[src/rtl/fb_pkg.sv]
// Shared types and constants for the framebuffer swap sequencer.
// Latency: n/a (declarations only).
// Backpressure: n/a.
package fb_pkg;

    // Sequencer states: idle, waiting for the next VBlank edge to swap, clearing the back buffer
    typedef enum logic [1:0] {
        IDLE    = 2'd0,
        WAIT_VB = 2'd1,
        CLEAR   = 2'd2
    } swap_state_t;

    // Command register bit positions
    localparam int CMD_SWAP_BIT  = 0;
    localparam int CMD_CLEAR_BIT = 1;
    localparam int CMD_NMIEN_BIT = 2;

    // Control register select values
    localparam logic CTRL_SEL_CMD    = 1'b0;
    localparam logic CTRL_SEL_COLOUR = 1'b1;

    // Default geometry: 32K x 8 per buffer, 160x120 visible words, 8-cycle NMI
    localparam int FB_ADDR_W      = 15;
    localparam int FB_CLEAR_WORDS = 19200;
    localparam int FB_NMI_LEN     = 8;

endpackage

[src/rtl/fb_nmi_pulse.sv]
// VBlank NMI pulse generator: a VBlank rising edge with NMI enabled gives an NMI_LEN-cycle low pulse.
// Latency: NMI_n_o goes low the cycle after the qualifying edge.
// Backpressure: none; edges arriving while the pulse is active are ignored (no restart, no queueing).
module fb_nmi_pulse #(
    parameter int NMI_LEN = 8
) (
    input  logic clk_i,
    input  logic rst_i,
    input  logic vb_rise_i,
    input  logic nmi_en_i,
    output logic nmi_n_o
);

    localparam int CNT_W = $clog2(NMI_LEN + 1);

    logic [CNT_W-1:0] cnt_q, cnt_d;
    logic             nmi_n_q, nmi_n_d;

    // Down-counter holds the remaining low cycles; it only reloads once the pulse has finished
    always_comb begin
        cnt_d = cnt_q;
        if (cnt_q != '0) begin
            cnt_d = cnt_q - 1'b1;
        end else if (vb_rise_i && nmi_en_i) begin
            cnt_d = CNT_W'(NMI_LEN);
        end
        nmi_n_d = (cnt_d == '0);
    end

    // Counter and registered active-low output
    always_ff @(posedge clk_i or posedge rst_i) begin
        if (rst_i) begin
            cnt_q   <= '0;
            nmi_n_q <= 1'b1;
        end else begin
            cnt_q   <= cnt_d;
            nmi_n_q <= nmi_n_d;
        end
    end

    assign nmi_n_o = nmi_n_q;

endmodule

[src/rtl/fb_swap_sequencer.sv]
// Double-buffer swap sequencer: swaps only at VBlank start, clears the back buffer, arbitrates the SRAM write port, raises NMI.
// Latency: memory write outputs 1 cycle after a CPU strobe or clear grant; swap lands 1 cycle after the VBlank edge.
// Backpressure: CPU writes always win the port and are never dropped; the clear engine stalls (address holds) on CPU cycles.
module fb_swap_sequencer
    import fb_pkg::*;
#(
    parameter int ADDR_W      = FB_ADDR_W,
    parameter int CLEAR_WORDS = FB_CLEAR_WORDS,
    parameter int NMI_LEN     = FB_NMI_LEN
) (
    input  logic              Clock_i,
    input  logic              Reset_i,
    input  logic              VBlank_i,
    input  logic              CpuWrReq_i,
    input  logic [ADDR_W-1:0] CpuAddr_i,
    input  logic [7:0]        CpuData_i,
    input  logic              CtrlWrite_i,
    input  logic              CtrlAddr_i,
    input  logic [7:0]        CtrlData_i,
    output logic              MemWe_o,
    output logic [ADDR_W-1:0] MemAddr_o,
    output logic [7:0]        MemData_o,
    output logic              BufSel_o,
    output logic              NMI_n_o,
    output logic              Busy_o,
    output logic [7:0]        FrameCount_o
);

    localparam logic [ADDR_W-1:0] CLR_LAST = ADDR_W'(CLEAR_WORDS - 1);

    swap_state_t       state_q, state_d;
    logic              vblank_q;
    logic              vb_rise;
    logic              swap_pend_q, swap_pend_d;
    logic              clear_pend_q, clear_pend_d;
    logic              nmi_en_q, nmi_en_d;
    logic [7:0]        colour_q, colour_d;
    logic [ADDR_W-1:0] clr_addr_q, clr_addr_d;
    logic              buf_sel_q, buf_sel_d;
    logic [7:0]        frame_cnt_q, frame_cnt_d;
    logic              busy_q, busy_d;
    logic              mem_we_q, mem_we_d;
    logic [ADDR_W-1:0] mem_addr_q, mem_addr_d;
    logic [7:0]        mem_data_q, mem_data_d;

    logic              cmd_wr;
    logic              colour_wr;
    logic              swap_set;
    logic              clear_set;
    logic              clear_start;
    logic              clear_grant;

    assign vb_rise   = VBlank_i & ~vblank_q;
    assign cmd_wr    = CtrlWrite_i && (CtrlAddr_i == CTRL_SEL_CMD);
    assign colour_wr = CtrlWrite_i && (CtrlAddr_i == CTRL_SEL_COLOUR);
    assign swap_set  = cmd_wr && CtrlData_i[CMD_SWAP_BIT];
    assign clear_set = cmd_wr && CtrlData_i[CMD_CLEAR_BIT];

    // Control registers: NMI enable follows every command write, colour register is a plain load
    always_comb begin
        nmi_en_d = nmi_en_q;
        colour_d = colour_q;
        if (cmd_wr) begin
            nmi_en_d = CtrlData_i[CMD_NMIEN_BIT];
        end
        if (colour_wr) begin
            colour_d = CtrlData_i;
        end
    end

    // Sequencer next state: pending flags only set by commands, consumed by the FSM; a new
    // request landing in the same cycle the flag is consumed is kept rather than lost
    always_comb begin
        state_d      = state_q;
        swap_pend_d  = swap_pend_q | swap_set;
        clear_pend_d = clear_pend_q | clear_set;
        clr_addr_d   = clr_addr_q;
        buf_sel_d    = buf_sel_q;
        frame_cnt_d  = frame_cnt_q;
        clear_start  = 1'b0;
        clear_grant  = 1'b0;

        case (state_q)
            IDLE: begin
                // Swap has priority so a combined swap+clear clears the new back buffer
                if (swap_pend_q) begin
                    state_d = WAIT_VB;
                end else if (clear_pend_q) begin
                    state_d     = CLEAR;
                    clear_start = 1'b1;
                end
            end
            WAIT_VB: begin
                if (vb_rise) begin
                    buf_sel_d   = ~buf_sel_q;
                    frame_cnt_d = frame_cnt_q + 8'd1;
                    swap_pend_d = swap_set;
                    if (clear_pend_q) begin
                        state_d     = CLEAR;
                        clear_start = 1'b1;
                    end else begin
                        state_d = IDLE;
                    end
                end
            end
            CLEAR: begin
                // CPU cycles steal the port; the clear address simply holds
                if (!CpuWrReq_i) begin
                    clear_grant = 1'b1;
                    clr_addr_d  = clr_addr_q + 1'b1;
                    if (clr_addr_q == CLR_LAST) begin
                        state_d = IDLE;
                    end
                end
            end
            default: begin
                state_d = IDLE;
            end
        endcase

        if (clear_start) begin
            clr_addr_d   = '0;
            clear_pend_d = clear_set;
        end
    end

    // Busy reflects the registered state, so it is derived from the next-state values
    always_comb begin
        busy_d = swap_pend_d | clear_pend_d | (state_d != IDLE);
    end

    // Write-port arbiter: CPU first, then clear engine; address/data hold when the port is idle
    always_comb begin
        mem_we_d   = CpuWrReq_i | clear_grant;
        mem_addr_d = mem_addr_q;
        mem_data_d = mem_data_q;
        if (CpuWrReq_i) begin
            mem_addr_d = CpuAddr_i;
            mem_data_d = CpuData_i;
        end else if (clear_grant) begin
            mem_addr_d = clr_addr_q;
            mem_data_d = colour_q;
        end
    end

    // FSM state register
    always_ff @(posedge Clock_i or posedge Reset_i) begin
        if (Reset_i) begin
            state_q <= IDLE;
        end else begin
            state_q <= state_d;
        end
    end

    // Datapath, control and output registers
    always_ff @(posedge Clock_i or posedge Reset_i) begin
        if (Reset_i) begin
            vblank_q     <= 1'b0;
            swap_pend_q  <= 1'b0;
            clear_pend_q <= 1'b0;
            nmi_en_q     <= 1'b0;
            colour_q     <= 8'h00;
            clr_addr_q   <= '0;
            buf_sel_q    <= 1'b0;
            frame_cnt_q  <= 8'h00;
            busy_q       <= 1'b0;
            mem_we_q     <= 1'b0;
            mem_addr_q   <= '0;
            mem_data_q   <= 8'h00;
        end else begin
            vblank_q     <= VBlank_i;
            swap_pend_q  <= swap_pend_d;
            clear_pend_q <= clear_pend_d;
            nmi_en_q     <= nmi_en_d;
            colour_q     <= colour_d;
            clr_addr_q   <= clr_addr_d;
            buf_sel_q    <= buf_sel_d;
            frame_cnt_q  <= frame_cnt_d;
            busy_q       <= busy_d;
            mem_we_q     <= mem_we_d;
            mem_addr_q   <= mem_addr_d;
            mem_data_q   <= mem_data_d;
        end
    end

    fb_nmi_pulse #(
        .NMI_LEN (NMI_LEN)
    ) u_nmi (
        .clk_i     (Clock_i),
        .rst_i     (Reset_i),
        .vb_rise_i (vb_rise),
        .nmi_en_i  (nmi_en_q),
        .nmi_n_o   (NMI_n_o)
    );

    assign MemWe_o      = mem_we_q;
    assign MemAddr_o    = mem_addr_q;
    assign MemData_o    = mem_data_q;
    assign BufSel_o     = buf_sel_q;
    assign Busy_o       = busy_q;
    assign FrameCount_o = frame_cnt_q;

endmodule

[config.mk]
export PLATFORM = sky130hd
export DESIGN_NAME = fb_swap_sequencer
export DESIGN_NICKNAME = d
export VERILOG_FILES = /design/src/rtl/fb_pkg.sv /design/src/rtl/fb_nmi_pulse.sv /design/src/rtl/fb_swap_sequencer.sv
export SDC_FILE = /design/constraint.sdc
export NUM_CORES = 1
export LEC_CHECK = 0
export BUFFER_PORTS_ARGS = -buffer_cell sky130_fd_sc_hd__buf_2
export CORE_UTILIZATION = 35
export CTS_CLUSTER_DIAMETER = 120
export CTS_CLUSTER_SIZE = 30
export DETAILED_ROUTE_END_ITERATION = 12
export SYNTH_ARGS = -nofsm -noshare
export SYNTH_HDL_FRONTEND = slang
export SYNTH_SLANG_ARGS = --single-unit
export TNS_END_PERCENT = 10
[constraint.sdc]
create_clock -name Clock_i -period 2.62 [get_ports Clock_i]
set_clock_uncertainty 0.15 [all_clocks]
set_input_delay 0.262 -clock Clock_i [delete_from_list [all_inputs] [get_ports Clock_i]]
set_output_delay 0.262 -clock Clock_i [all_outputs]
set_load 0.05 [all_outputs]
==> Flow_metrics.wiki <==
{| class="wikitable"
! Metric !! Value
|-
| Global-route wire length before repair || 12,400 um
|-
| Min-Delay Path Class || in -> reg
|-
| Endpoint required time on the critical path || 2.68 ns
|-
| Sequence of cells on the critical path || or4b_1 -> nor4_1 -> o21bai_1 -> or4_1
|-
| Most instantiated cells after synthesis || 67 x sky130_fd_sc_hd__dfrtp_1, 38 x sky130_fd_sc_hd__nand2_1, 28 x sky130_fd_sc_hd__o21ai_0, 22 x sky130_fd_sc_hd__mux2i_1, 12 x sky130_fd_sc_hd__nor2_1
|-
| Largest net degree at the start of global routing || 38
|-
| Insertion delay of the later-clocked pin in the worst-skew pair || 0.34 ns
|-
| Final-stage net count || 433
|-
| Cell area after synthesis || a little over 3000 um2
|-
| Run status || finished clean
|-
| FF+latch count, synth || just under 70
|-
| Clock edge transition at the registers on the reported setup and hold paths || 0.07 ns
|-
| VDD IR-drop max || 0.399 mV
|-
| Cell row count || 34
|-
| Hold bufs inserted after CTS || 28
|-
| Origin of the worst min-delay path || CpuData_i[5]
|-
| Pwr/cell area || 833 nW/um2
|-
| Leakage power total || 2.01 nW
|-
| Residual overflow from global routing || 0
|-
| Fraction of final layout cells sized beyond drive strength 1 || 27.9%
|-
| Crit. End Element || flop
|-
| Worst reg2reg path endpoint || Busy_o
|-
| Number of buffers inserted by post-CTS setup repair || 0
|-
| Synthesized net count || about 330
|-
| Setup TNS Final || 0 ns
|-
| Starting density of the core || 35.9%
|-
| Post-detailed-route via-to-cell ratio || 4.94
|-
| Yosys cell types || 48
|-
| Most instantiated library cell after synthesis || sky130_fd_sc_hd__dfrtp_1
|-
| CP Launch Type || flop
|-
| Global Route met2 Usage || between 20% and 30%
|-
| CP Class || reg -> reg
|-
| Final Hold Vio Count || 0
|-
| H-tree lvl count || 3
|-
| Slew margin rel. || 54.3%
|-
| Launching point of the worst reg2reg path || clr_addr_q[8]
|-
| Slew Viols, Final || 0
|-
| PortBufs || slightly above 70
|-
| First DRT Iteration DRCs || 110
|-
| Clock tree root driver cell || sky130_fd_sc_hd__clkbuf_8
|-
| Number of enable-type register cells in the synthesized netlist || 0
|-
| Total GRT Usage || 17.9%
|-
| Post-DR wirelength/cell || 14.4 um
|-
| Total power draw || 3.42 mW
|-
| Antenna violations before repair || 0
|-
| Area added between synthesis and finish || 32.1%
|-
| Total Die Area || 9270 um2
|-
| Filler instances || between 800 and 900
|-
| Core region area || 8680 um2
|-
| Setup-failing EPs final || 0
|-
| Remaining antenna violation count || 0
|-
| Met1 track demand over resource || 23.8%
|-
| Number of DRC violations after detailed routing || 0
|-
| Vias in the first global route || 2,503
|-
| Die Ht || 96.3 um
|-
| Leading cell types by total area after synthesis || sky130_fd_sc_hd__dfrtp_1 54%, sky130_fd_sc_hd__mux2i_1 7.1%, sky130_fd_sc_hd__nand2_1 4.6%
|-
| Overall die width || slightly below 100 um
|-
| Syn_area_per_cell || 10.9 um2
|-
| Cell depth of the worst flop-to-flop path || 4
|-
| Cts bufs inserted || 9
|-
| Data arrival time of the worst path || 2.21 ns
|-
| Slowest cell on the critical path || sky130_fd_sc_hd__or4b_1
|-
| Detailed-router iteration count before antenna repair || 4
|-
| Area leader, netlist || sky130_fd_sc_hd__dfrtp_1
|-
| Final critical-path share of the clock period || 82.1%
|-
| Total half-perimeter wirelength after legalization and detailed placement || 5030 um
|-
| Clock net sink count || 68
|-
| Area fraction of the dominant cell type after synthesis || 53.9%
|-
| Number of warning messages in the yosys log || 0
|-
| Worst Hold Depth || 3
|-
| Minimum setup slack among reg-to-reg paths || 0.47 ns
|-
| Worst Tran Pin Value || 0.685 ns
|-
| GRT Max-Usage Layer || met2
|-
| Routed via count || roughly 2,500
|-
| Max cap viols || 0
|-
| Worst slack on hold paths || between 0.015 and 0.02 ns
|-
| Antenna diodes || 0
|-
| Most common flop cell mapped by yosys || sky130_fd_sc_hd__dfrtp_1
|-
| Maximum fanout along the worst path || 6
|-
| Part of the Yosys area used for sequential elements || 54.7%
|-
| Number of buffers on the longest clock path || 2
|-
| WL final || 7300 um
|-
| Setup repair after global routing missed its margin || no
|-
| Worst hold path endpoint || MemData_o[5]
|-
| Number of I/O pins || 72
|-
| Proportion of synthesized flip-flops having asynchronous set or reset || between 90% and 100%
|-
| Minimum clock period || 2.15 ns
|-
| Weighted congestion at the end of routability-driven global placement || between 0.8 and 0.9
|-
| Number of instances in the synthesized netlist || ~290
|-
| Cells resized by post-CTS repair || 0
|-
| F_max || 0.465 GHz
|-
| TritonCTS clock tree || yes
|-
| Max stage delay on crit path || 0.55 ns
|-
| Met3 demand-to-capacity share in global routing || 5.45%
|}
[state kept, by name, indices dropped and copies added (netlist names), 2 cells and up]
name          flops
MemAddr_o        15
clr_addr_q       15
FrameCount_o      8
MemData_o         8
colour_q          8
u_nmi.cnt_q       4
state_q           2
[area by class of cell]
| type | instances | area [um2] | area share [%] |
|---|---|---|---|
| sequential | 68 | 1700 | 41.4 |
| tap | 108 | 135 | 3.29 |
| timing repair buffer | 107 | 708 | 17.2 |
| clock inverter | 4 | 47.5 | 1.16 |
| multi-input combinational | 201 | 1340 | 32.6 |
| clock buffer | 12 | 155 | 3.77 |
| inverter | 6 | 22.5 | 0.548 |
[kinds of logic after synthesis]
kind of cell	after synthesis	synth area share [%]
buf+inv	17	2.25
compound gates	52	9.49
xor+xnor	16	4.50
flops	68	54.7
simple gates	98	17.1
mux	32	10.7
fa+ha+maj	3	1.21
[how the worst max path moves through the flow]
stage                       start       end  slack [ns]  depth (start not counted)
global placement    clr_addr_q[8]    Busy_o        0.49                          4
CTS                 clr_addr_q[8]    Busy_o        0.46                          4
global route        clr_addr_q[8]    Busy_o        0.35                          4
finish              clr_addr_q[8]    Busy_o        0.47                          4
detailed placement  clr_addr_q[8]    Busy_o        0.47                          4
floorplan                 Reset_i  BufSel_o        0.50                          1
[per-layer routing]
layer | vias up | wire length (um)
met5 | - | 0
met3 | 8 | 329
met1 | 1217 | 3360
met4 | 0 | 97
li1 | 1223 | -
met2 | 54 | 3510
[worst max-delay path: cells and delay by family (launching register included)]
family          cells  cell delay (ns)
simple gates        3             1.34
flops               1             0.44
compound gates      1             0.11
[power breakdown]
part / total [mW] / switching [mW] / leakage (nW) / internal (mW)
clock network: 0.881 / 0.392 / 0.102 / 0.489
logic: 1.11 / 0.737 / 1.05 / 0.378
registers: 1.43 / 0.179 / 0.850 / 1.25
total: 3.42 / 1.31 / 2.01 / 2.12
[cells in the final DEF (no fill, tap or decap), types with 3 or more instances in the layout]
cell and n:
sky130_fd_sc_hd__buf_2 71, sky130_fd_sc_hd__dfrtp_1 67, sky130_fd_sc_hd__nand2_1 38, sky130_fd_sc_hd__o21ai_0 28, sky130_fd_sc_hd__dlygate4sd3_1 28, sky130_fd_sc_hd__mux2i_1 22
sky130_fd_sc_hd__nor2_1 12, sky130_fd_sc_hd__clkbuf_8 11, sky130_fd_sc_hd__mux2_2 10, sky130_fd_sc_hd__a21oi_1 10, sky130_fd_sc_hd__nand3_1 9, sky130_fd_sc_hd__xnor2_1 9
sky130_fd_sc_hd__xor2_1 7, sky130_fd_sc_hd__buf_4 7, sky130_fd_sc_hd__nor3_1 5, sky130_fd_sc_hd__inv_1 5, sky130_fd_sc_hd__o31ai_1 4, sky130_fd_sc_hd__nand4_1 4
sky130_fd_sc_hd__nand2b_1 3, sky130_fd_sc_hd__or4_1 3, sky130_fd_sc_hd__ha_1 3
[per-stage QoR]
stage          util [%]  instance area [um2]  std cells  setup slack (ns)
2_1_floorplan         -                 3110        286             0.498
3_3_place_gp       41.8                 3630        462             0.489
3_5_place_dp       41.8                 3630        462             0.475
4_1_cts            47.4                 4110        506             0.460
5_1_grt            47.4                 4110        506             0.351
6_report           47.4                 4110        506             0.468
(Power assumes the default switching activity.)
